### config.mk
export PLATFORM = sky130hd
export DESIGN_NAME = swap_endian_stream
export DESIGN_NICKNAME = d
export VERILOG_FILES = /design/src/rtl/swap_endian_stream.sv
export SDC_FILE = /design/constraint.sdc
export NUM_CORES = 1
export LEC_CHECK = 0
export ABC_AREA = 1
export CAP_MARGIN = 20
export CORE_ASPECT_RATIO = 1.75
export CORE_MARGIN = 2
export CORE_UTILIZATION = 52
export DETAILED_ROUTE_END_ITERATION = 10
export PLACE_DENSITY_LB_ADDON = 0.05
export SETUP_SLACK_MARGIN = 0.2
export SYNTH_ARGS = -nofsm -noshare
export SYNTH_HDL_FRONTEND = slang
export SYNTH_SLANG_ARGS = --single-unit
### constraint.sdc
create_clock -name clk -period 1.4 [get_ports clk]
set_input_delay 0.28 -clock clk [delete_from_list [all_inputs] [get_ports clk]]
set_output_delay 0.28 -clock clk [all_outputs]
set_load 0.02 [all_outputs]
### src/rtl/swap_endian_stream.sv
// Registered byte-order converter: swaps bytes within 16-bit lanes, 32-bit lanes,
// or the whole word, with a programmable start delay after each run pulse.
module swap_endian_stream #(
    parameter int DATA_W  = 32,
    parameter int DELAY_W = 8
) (
    input  logic              clk,
    input  logic              rst,
    input  logic              running,
    input  logic              run,
    output logic              done,
    input  logic [DATA_W-1:0] in0,
    output logic [DATA_W-1:0] out0,
    input  logic              enabled,
    input  logic [1:0]        mode,
    input  logic [DELAY_W-1:0] delay0
);

    localparam int B = DATA_W / 8;
    localparam logic [DELAY_W-1:0] CNT_ONE  = DELAY_W'(1);
    localparam logic [DELAY_W-1:0] CNT_ZERO = DELAY_W'(0);

    typedef enum logic [1:0] {
        IDLE   = 2'd0,
        WAIT   = 2'd1,
        ACTIVE = 2'd2
    } state_t;

    state_t             state_r;
    logic               enabled_r;
    logic [1:0]         mode_r;
    logic [DELAY_W-1:0] count_r;
    logic [DATA_W-1:0]  out0_r;
    logic               done_r;

    // Trailing bytes that do not fill a whole lane are left where they are.
    function automatic logic [DATA_W-1:0] swap_bytes(
        input logic [DATA_W-1:0] d,
        input logic              en,
        input logic [1:0]        m
    );
        logic [DATA_W-1:0] r;
        r = d;
        if (en) begin
            case (m)
                2'd1: begin
                    for (int k = 0; k < B / 2; k++) begin
                        r[16*k +: 8]   = d[16*k+8 +: 8];
                        r[16*k+8 +: 8] = d[16*k +: 8];
                    end
                end
                2'd2: begin
                    for (int k = 0; k < B / 4; k++) begin
                        for (int j = 0; j < 4; j++) begin
                            r[32*k+8*j +: 8] = d[32*k+8*(3-j) +: 8];
                        end
                    end
                end
                2'd3: begin
                    for (int i = 0; i < B; i++) begin
                        r[8*i +: 8] = d[8*(B-1-i) +: 8];
                    end
                end
                default: r = d;
            endcase
        end else begin
            r = d;
        end
        return r;
    endfunction

    // Control FSM, delay counter, config shadow and registered outputs.
    always_ff @(posedge clk) begin
        if (rst) begin
            state_r   <= IDLE;
            out0_r    <= '0;
            done_r    <= 1'b1;
            enabled_r <= 1'b0;
            mode_r    <= 2'd0;
            count_r   <= CNT_ZERO;
        end else if (!running) begin
            state_r <= IDLE;
            out0_r  <= '0;
            done_r  <= 1'b1;
            count_r <= CNT_ZERO;
        end else if (run) begin
            // A new run discards the old config; with zero delay the new config applies this edge.
            enabled_r <= enabled;
            mode_r    <= mode;
            count_r   <= delay0;
            if (delay0 == CNT_ZERO) begin
                state_r <= ACTIVE;
                done_r  <= 1'b1;
                out0_r  <= swap_bytes(in0, enabled, mode);
            end else begin
                state_r <= WAIT;
                done_r  <= 1'b0;
                out0_r  <= '0;
            end
        end else begin
            case (state_r)
                IDLE: begin
                    out0_r <= '0;
                    done_r <= 1'b1;
                end
                WAIT: begin
                    out0_r  <= '0;
                    count_r <= count_r - CNT_ONE;
                    if (count_r == CNT_ONE) begin
                        state_r <= ACTIVE;
                        done_r  <= 1'b1;
                    end else begin
                        done_r  <= 1'b0;
                    end
                end
                ACTIVE: begin
                    out0_r <= swap_bytes(in0, enabled_r, mode_r);
                    done_r <= 1'b1;
                end
                default: begin
                    state_r <= IDLE;
                    out0_r  <= '0;
                    done_r  <= 1'b1;
                    count_r <= CNT_ZERO;
                end
            endcase
        end
    end

    assign out0 = out0_r;
    assign done = done_r;

endmodule
==> results of run 1 <==
## final timing paths
kind	end	depth (start not counted)
setup / recovery	out0[16]	7
hold / removal	count_r[3]	3
hold reg to reg	count_r[1]	2
setup reg to reg	out0[16]	7
## flip-flops by register name, indices dropped and copies added, names as in the netlist
| register | flops |
|---|---|
| count_r | 8 |
| done | 1 |
| enabled_r | 1 |
| mode_r | 2 |
| out0 | 32 |
| state_r | 2 |
## Yosys cell counts (4+ instances only)
| library cell | instances |
|---|---|
| nand2_1 | 218 |
| o21ai_0 | 8 |
| clkbuf_1 | 4 |
| a31oi_1 | 4 |
| o21ai_2 | 30 |
| buf_6 | 8 |
| buf_2 | 17 |
| nor2_1 | 145 |
| inv_1 | 50 |
| nand3_1 | 10 |
| a21oi_1 | 38 |
| inv_2 | 4 |
| dfxtp_1 | 46 |
| o21ai_1 | 30 |
## power by group through the flow
stage	Combinational [W]	Clock (W)	Sequential, W
global placement	0.000855	0	0.00137
CTS	0.000909	0.00117	0.00134
floorplan	0.000505	0	0.00137
detailed placement	0.000867	0	0.00137
finish	0.000996	0.00115	0.00135
global route	0.00108	0.00120	0.00135
## cell type report
| type | count | area share, % |
|---|---|---|
| clock buffers | 7 | 2.53 |
| repair buffers | 145 | 27.4 |
| inverters | 54 | 3.99 |
| flip-flops and latches | 46 | 17.8 |
| multi-input cells | 501 | 46.3 |
| well taps | 84 | 2.00 |
## stage by stage
| step | cell area, sq um | hold WS [ns] | util [%] |
|---|---|---|---|
| 6_report | 5240 | 0.270 | 76.5 |
| 3_5_place_dp | 4740 | 0.459 | 69.1 |
| 2_1_floorplan | 3650 | 0.358 | - |
| 4_1_cts | 5120 | 0.418 | 74.7 |
| 5_1_grt | 5240 | 0.279 | 76.5 |
| 3_3_place_gp | 4740 | 0.457 | 69.1 |
## metal layers
metal,vias up,routed length (microns),global-route usage (%)
li1,2209,-,-
met1,2072,4450,35.1
met2,285,6710,57.2
met3,67,1230,6.36
met4,0,698,20.0
met5,-,0,0
## cell families (layout without fill, tap and decap cells)
| kind of cell | count (synthesis) | count (layout) |
|---|---|---|
| compound gates | 118 | 118 |
| flops | 46 | 46 |
| buf+inv | 92 | 206 |
| fa+ha+maj | 2 | 2 |
| simple gates | 381 | 381 |
## what timing repair did
item,4_1_cts,5_1_grt
setup buffers,5,3
hold buffers,0,0
gates resized for setup,98,101
endpoints found under the setup margin,76,65
pin swaps,10,22
cloned,6,2
endpoints found under the hold margin,0,0
## tightest hold or removal path, stage by stage
cell,delay (ns)
clkbuf_2,0.10
nand2_1,0.06
a31oi_1,0.07
==> metrics.txt, run 1 <==
outcome=finished, final reports clean; peak supply drop=0.587 mV; Flop pwr share=38.5%; Post-Synth XOR/XNOR Area=0%; layout cells sized above 1=27.2%; hold path startpoint=delay0[3]; Leak=2.37 nW; CTS Buf Count=5; Max Freq=735 MHz; Fin. Hold Viols=0; DR WL/cell=15.6 microns; global-route wire length before repair=19500 microns; Critical path origin=mode_r[1]; combinational power share=28.5%; Synth Area in Simple Gates=40.5%; Final Non-Filler Cells=837; Vias=4633; dominant cells by area after synthesis=dfxtp_1 (25%), nand2_1 (22%), nor2_1 (15%), o21ai_2 (7.2%), a21oi_1 (5.2%); Yosys top cell area share=25.2%; Power Internal=0.00241 W; Power Density=666 mW/mm^2; CTS root buffer=clkbuf_16; GRT overflow=0; Core Footprint=0.00686 sq mm; DRT iter0 DRCs=658; NetSw=0.00108 W; Yosys warnings=0; initial antenna violation count=0; Worst path max stage delay=0.37 ns; num ports=80; reg2reg start=mode_r[1]; worst setup margin=0.0401 ns; Req. time, crit path=1.58 ns; Syn Area/Cell=5.71 sq um; Fillers=541; Post-Synth Adder-Cell Area=0.686%; die height=115 microns; buffers added on ports=79; Area Growth Syn to Fin=43.7%; first-pass iteration count of the detailed router=6; Inst Count DP=814; critical path's slowest cell=dfxtp_4; Reg2Reg Setup Slack=0.04 ns; Buffers & Inverters on Critical Path=1; Clock Tree Buf Depth=2; largest net degree at the start of global routing=34; row count=40; Net Sw Frac=31.0%; Final ANT Viol Nets=0; crit path time final=1.36 ns; RSZ-0062 raised after global routing=true; family with the most delay on the worst path=simple AND/OR/NAND/NOR gates; Nets=802; register area share after synthesis=25.2%; Async SR Flop Fraction=0%; most common cell after layout, fill and taps aside=nand2_1; Starting Density=53.2%; Slew @ Worst Pin=0.295 ns; Synth Register Bits=46; number of remaining DRC errors=0; PnR Total Power=0.00349 W; Synth Instances=639; DIE WIDTH=67.3 microns; Slew HR=80.3%; HPWL Detailed=7650 microns; Synth cell types=26; main combinational cell family by area after synthesis=simple AND/OR/NAND/NOR gates; Startpoint Class=flop; CTS HTree Levels=2; mux share of post-synthesis cell area=0%; Period Utilization, post-route=97.1%; GRT Util Overall=32.7%; CTS tree=done; total of max-cap violations=0; pre-CTS worst setup slack=-0.334 ns; Arrival @ worst endpoint=1.54 ns; CTS Sinks=46; vias per cell=5.54; post-synth net total=688; Skew-Pair Late Insertion Delay=0.29 ns; vias in the first global route=4187; critical-path cell list=nor2_4, bufbuf_16, nand2_1, a21oi_1, nor2_1, nor2_1, nor2_1; Sequential Area=931 sq um; Final Setup Violations=0; critical path capture point type=flop; final wirelength=13100 microns; Post-synth EDFFs=0; skew final=0.00352 ns; clock share of power=32.9%; Multi-input gate area=0.00243 sq mm; commonest cells after routing, fill and taps aside=nand2_1 (214), nor2_1 (118), inv_1 (46); Synth Area in Compound Gates=20.2%; setup_tns=0 ns; Cell Area, Synth=0.00365 sq mm; Slew Limit Fails=0; critical path type=flop to flop; Worst-path clk slew=0.06 ns; Crit Path Max Fanout=8; cell taking the most area after synthesis=dfxtp_1; Hold Path Class=input port to flop; ys flop type=dfxtp_1; Critical Path Most Common Cell=nor2_1; placer congestion estimate=0.880; ANT cells=0; DIE AREA=0.00773 sq mm
Note: power is estimated with default switching activity, not from simulation.
==> run 2: changes to the inputs <==
--- a/config.mk
+++ b/config.mk
@@ -10,7 +10,9 @@
 export CORE_ASPECT_RATIO = 1.75
 export CORE_MARGIN = 2
 export CORE_UTILIZATION = 52
+export CTS_CLUSTER_SIZE = 8
 export DETAILED_ROUTE_END_ITERATION = 10
+export MAX_ROUTING_LAYER = met4
 export PLACE_DENSITY_LB_ADDON = 0.05
 export SETUP_SLACK_MARGIN = 0.2
 export SYNTH_ARGS = -nofsm -noshare
==> run 2 against run 1 <==
Compared with the run above:
- the flow now finishes with violations (negative setup slack)
- final cell count up 1.2%
- global-route usage rose by 2.7 points
- sequential power barely moved
- total power grew 4.6%
- via count increased by 1.8%
- clock power grew 8%
- flip-flop and latch count did not move
- hold slack improved by 0.14 ns
- design area rose by 4.7%
- critical path depth up 1
- die area unchanged
- register-to-register slack got worse by 0.08 ns
==> metrics.txt, run 2 (same netlist as run 1, synthesis figures left out) <==
outcome=finished with violations (was finished, final reports clean); failing checks=negative setup slack; GRT overflow=0 (unchanged); Reg2Reg Setup Slack=-0.04 ns (was 0.04 ns); DR WL/cell=16.3 microns (was 15.6 microns); CTS Sinks=46 (unchanged); CTS HTree Levels=2 (unchanged); Critical Path Most Common Cell=nor2_1 (unchanged); skew final=0.00812 ns (was 0.00352 ns); first-pass iteration count of the detailed router=5 (was 6); reg2reg path depth=8 (was 7); CTS root buffer=clkbuf_16 (unchanged); CTS Buf Count=5 (unchanged); NetSw=0.00115 W (was 0.00108 W); Core Footprint=0.00686 sq mm (unchanged); most common cell after layout, fill and taps aside=nand2_1 (unchanged); Power Internal=0.00250 W (was 0.00241 W); final wirelength=13800 microns (was 13100 microns); FF-to-FF End=out0[14] (was out0[16]); Starting Density=53.2% (unchanged); family with the most delay on the worst path=simple AND/OR/NAND/NOR gates (unchanged); Period Utilization, post-route=103% (was 97.1%); Fillers=481 (was 541); global-route wire length before repair=20500 microns (was 19500 microns); initial antenna violation count=0 (unchanged); Final Non-Filler Cells=847 (was 837); number of remaining DRC errors=0 (unchanged); commonest cells after routing, fill and taps aside=nand2_1 (204), nor2_1 (136), buf_4 (49) (was nand2_1 (214), nor2_1 (118), inv_1 (46)); Final ANT Viol Nets=0 (unchanged); GRT Util Overall=35.4% (was 32.7%); vias per cell=5.57 (was 5.54); Buffers & Inverters on Critical Path=2 (was 1); die height=115 microns (unchanged); RSZ-0062 raised after global routing=true (unchanged); Critical path origin=mode_r[1] (unchanged); layout cells sized above 1=28.2% (was 27.2%); placer congestion estimate=0.896 (was 0.880); vias in the first global route=4435 (was 4187); Slew Limit Fails=0 (unchanged); Flop pwr share=36.8% (was 38.5%); peak supply drop=0.741 mV (was 0.587 mV); Req. time, crit path=1.59 ns (was 1.58 ns); critical path type=flop to flop (unchanged); combinational power share=29.2% (was 28.5%); final hold slack=0.414 ns (was 0.270 ns); reg2reg start=mode_r[1] (unchanged); Area Growth Syn to Fin=50.4% (was 43.7%); DRT iter0 DRCs=600 (was 658); buffers added on ports=79 (unchanged); Clock Tree Buf Depth=2 (unchanged); Startpoint Class=flop (unchanged); largest net degree at the start of global routing=34 (unchanged); max reg flops=32 (unchanged); Leak=2.47 nW (was 2.37 nW); Net Sw Frac=31.5% (was 31.0%); CTS tree=done (unchanged); Nets=811 (was 802); Worst path max stage delay=0.36 ns (was 0.37 ns); critical path capture point type=flop (unchanged); Worst-path clk slew=0.07 ns (was 0.06 ns); Post-CTS Hold Buffers=0 (unchanged); critical path's slowest cell=dfxtp_4 (unchanged); Hold Path Class=input port to flop (unchanged); num ports=80 (unchanged); Slew HR=79.8% (was 80.3%); Power Density=666 mW/mm^2 (about the same); number of stages on the worst setup path=8 (was 7); Slew @ Worst Pin=0.303 ns (was 0.295 ns); DIE AREA=0.00773 sq mm (unchanged); Skew-Pair Late Insertion Delay=0.30 ns (was 0.29 ns); crit path time final=1.44 ns (was 1.36 ns); DIE WIDTH=67.3 microns (unchanged); Final Setup Violations=1 (was 0); total of max-cap violations=0 (unchanged); row count=40 (unchanged); clock share of power=34.0% (was 32.9%); ANT cells=0 (unchanged); Crit Path Max Fanout=16 (was 8); Setup crit end=out0[14] (was out0[16]); critical-path cell list=buf_6, nor2_4, nor2_4, buf_12, o21ai_1, nor2_1, nor2_1, nor2_1 (was nor2_4, bufbuf_16, nand2_1, a21oi_1, nor2_1, nor2_1, nor2_1); Vias=4716 (was 4633); Fin. Hold Viols=0 (unchanged); worst setup margin=-0.0431 ns (was 0.0401 ns); Arrival @ worst endpoint=1.63 ns (was 1.54 ns); HPWL Detailed=7890 microns (was 7650 microns); Max Freq=693 MHz (was 735 MHz); Inst Count DP=817 (was 814)
==> run 2: cell types whose count changed in the layout (fill, tap and decap cells not counted), sizes merged <==
cell / before / now
dlygate4sd2: 4 / 10
buf: 61 / 73
clkinv: 0 / 1
clkbuf: 38 / 24
clkdlybuf4s15: 12 / 19
bufbuf: 3 / 1
==> run 2: worst min-delay path by stage <==
stage | startpoint | to | depth (start not counted)
floorplan | rst | enabled_r | 1
global placement | count_r[1] | count_r[1] | 2
detailed placement | count_r[1] | count_r[1] | 2
CTS | delay0[4] | count_r[4] | 3
global route | delay0[0] | count_r[0] | 3
finish | delay0[4] | count_r[4] | 3
==> run 2: stage by stage <==
stage	setup WS, ns	utilization [%]	cell area, sq um	setup TNS [ns]	power, W
4_1_cts	0.114	76.9	5280	0	0.00354
3_3_place_gp	-0.316	69.4	4760	-10.42	0.00223
2_1_floorplan	0.253	-	3650	0	0.00187
5_1_grt	-0.0372	80.1	5490	-0.170	0.00377
3_5_place_dp	-0.357	69.4	4760	-12.22	0.00225
6_report	-0.0431	80.1	5490	-0.0431	0.00365
==> run 2: worst register-to-register path, cell delays in order (launching register included) <==
cell and delay (ns):
dfxtp_4 0.36, buf_6 0.12, nor2_4 0.12, nor2_4 0.07, buf_12 0.15, o21ai_1 0.23, nor2_1 0.10, nor2_1 0.14
nor2_1 0.06
==> run 2: timing repair <==
action | 4_1_cts | 5_1_grt
resized for setup | 108 | 96
pin swaps | 18 | 44
cloned | 8 | 1
setup endpoints to repair | 76 | 61
buffers inserted | 9 | 4
==> run 2: cell type report <==
cell class | instances | area (sq um) | share of cell area, %
inverter | 54 | 206 | 3.76
multi-input combinational | 501 | 2480 | 45.2
tap | 84 | 105 | 1.91
sequential | 46 | 937 | 17.1
timing repair buffer | 154 | 1610 | 29.3
clock buffer | 7 | 143 | 2.60
clock inverter | 1 | 5.00 | 0.0912
==> run 2: power by group through the flow <==
stage                     clock [W]  sequential (W)  combinational (W)
after floorplan                   0         0.00137           0.000505
after global placement            0         0.00137           0.000863
after detailed placement          0         0.00137           0.000876
after CTS                   0.00124         0.00134           0.000957
after global routing        0.00128         0.00135            0.00114
final                       0.00124         0.00134            0.00107
==> run 2: layer usage <==
layer | wire, microns | GRT usage, % | vias up
met5 | 0 | - | -
met4 | 904 | 22.0 | 0
met3 | 1050 | 6.46 | 81
met2 | 7140 | 61.0 | 285
met1 | 4670 | 35.8 | 2116
li1 | - | - | 2234
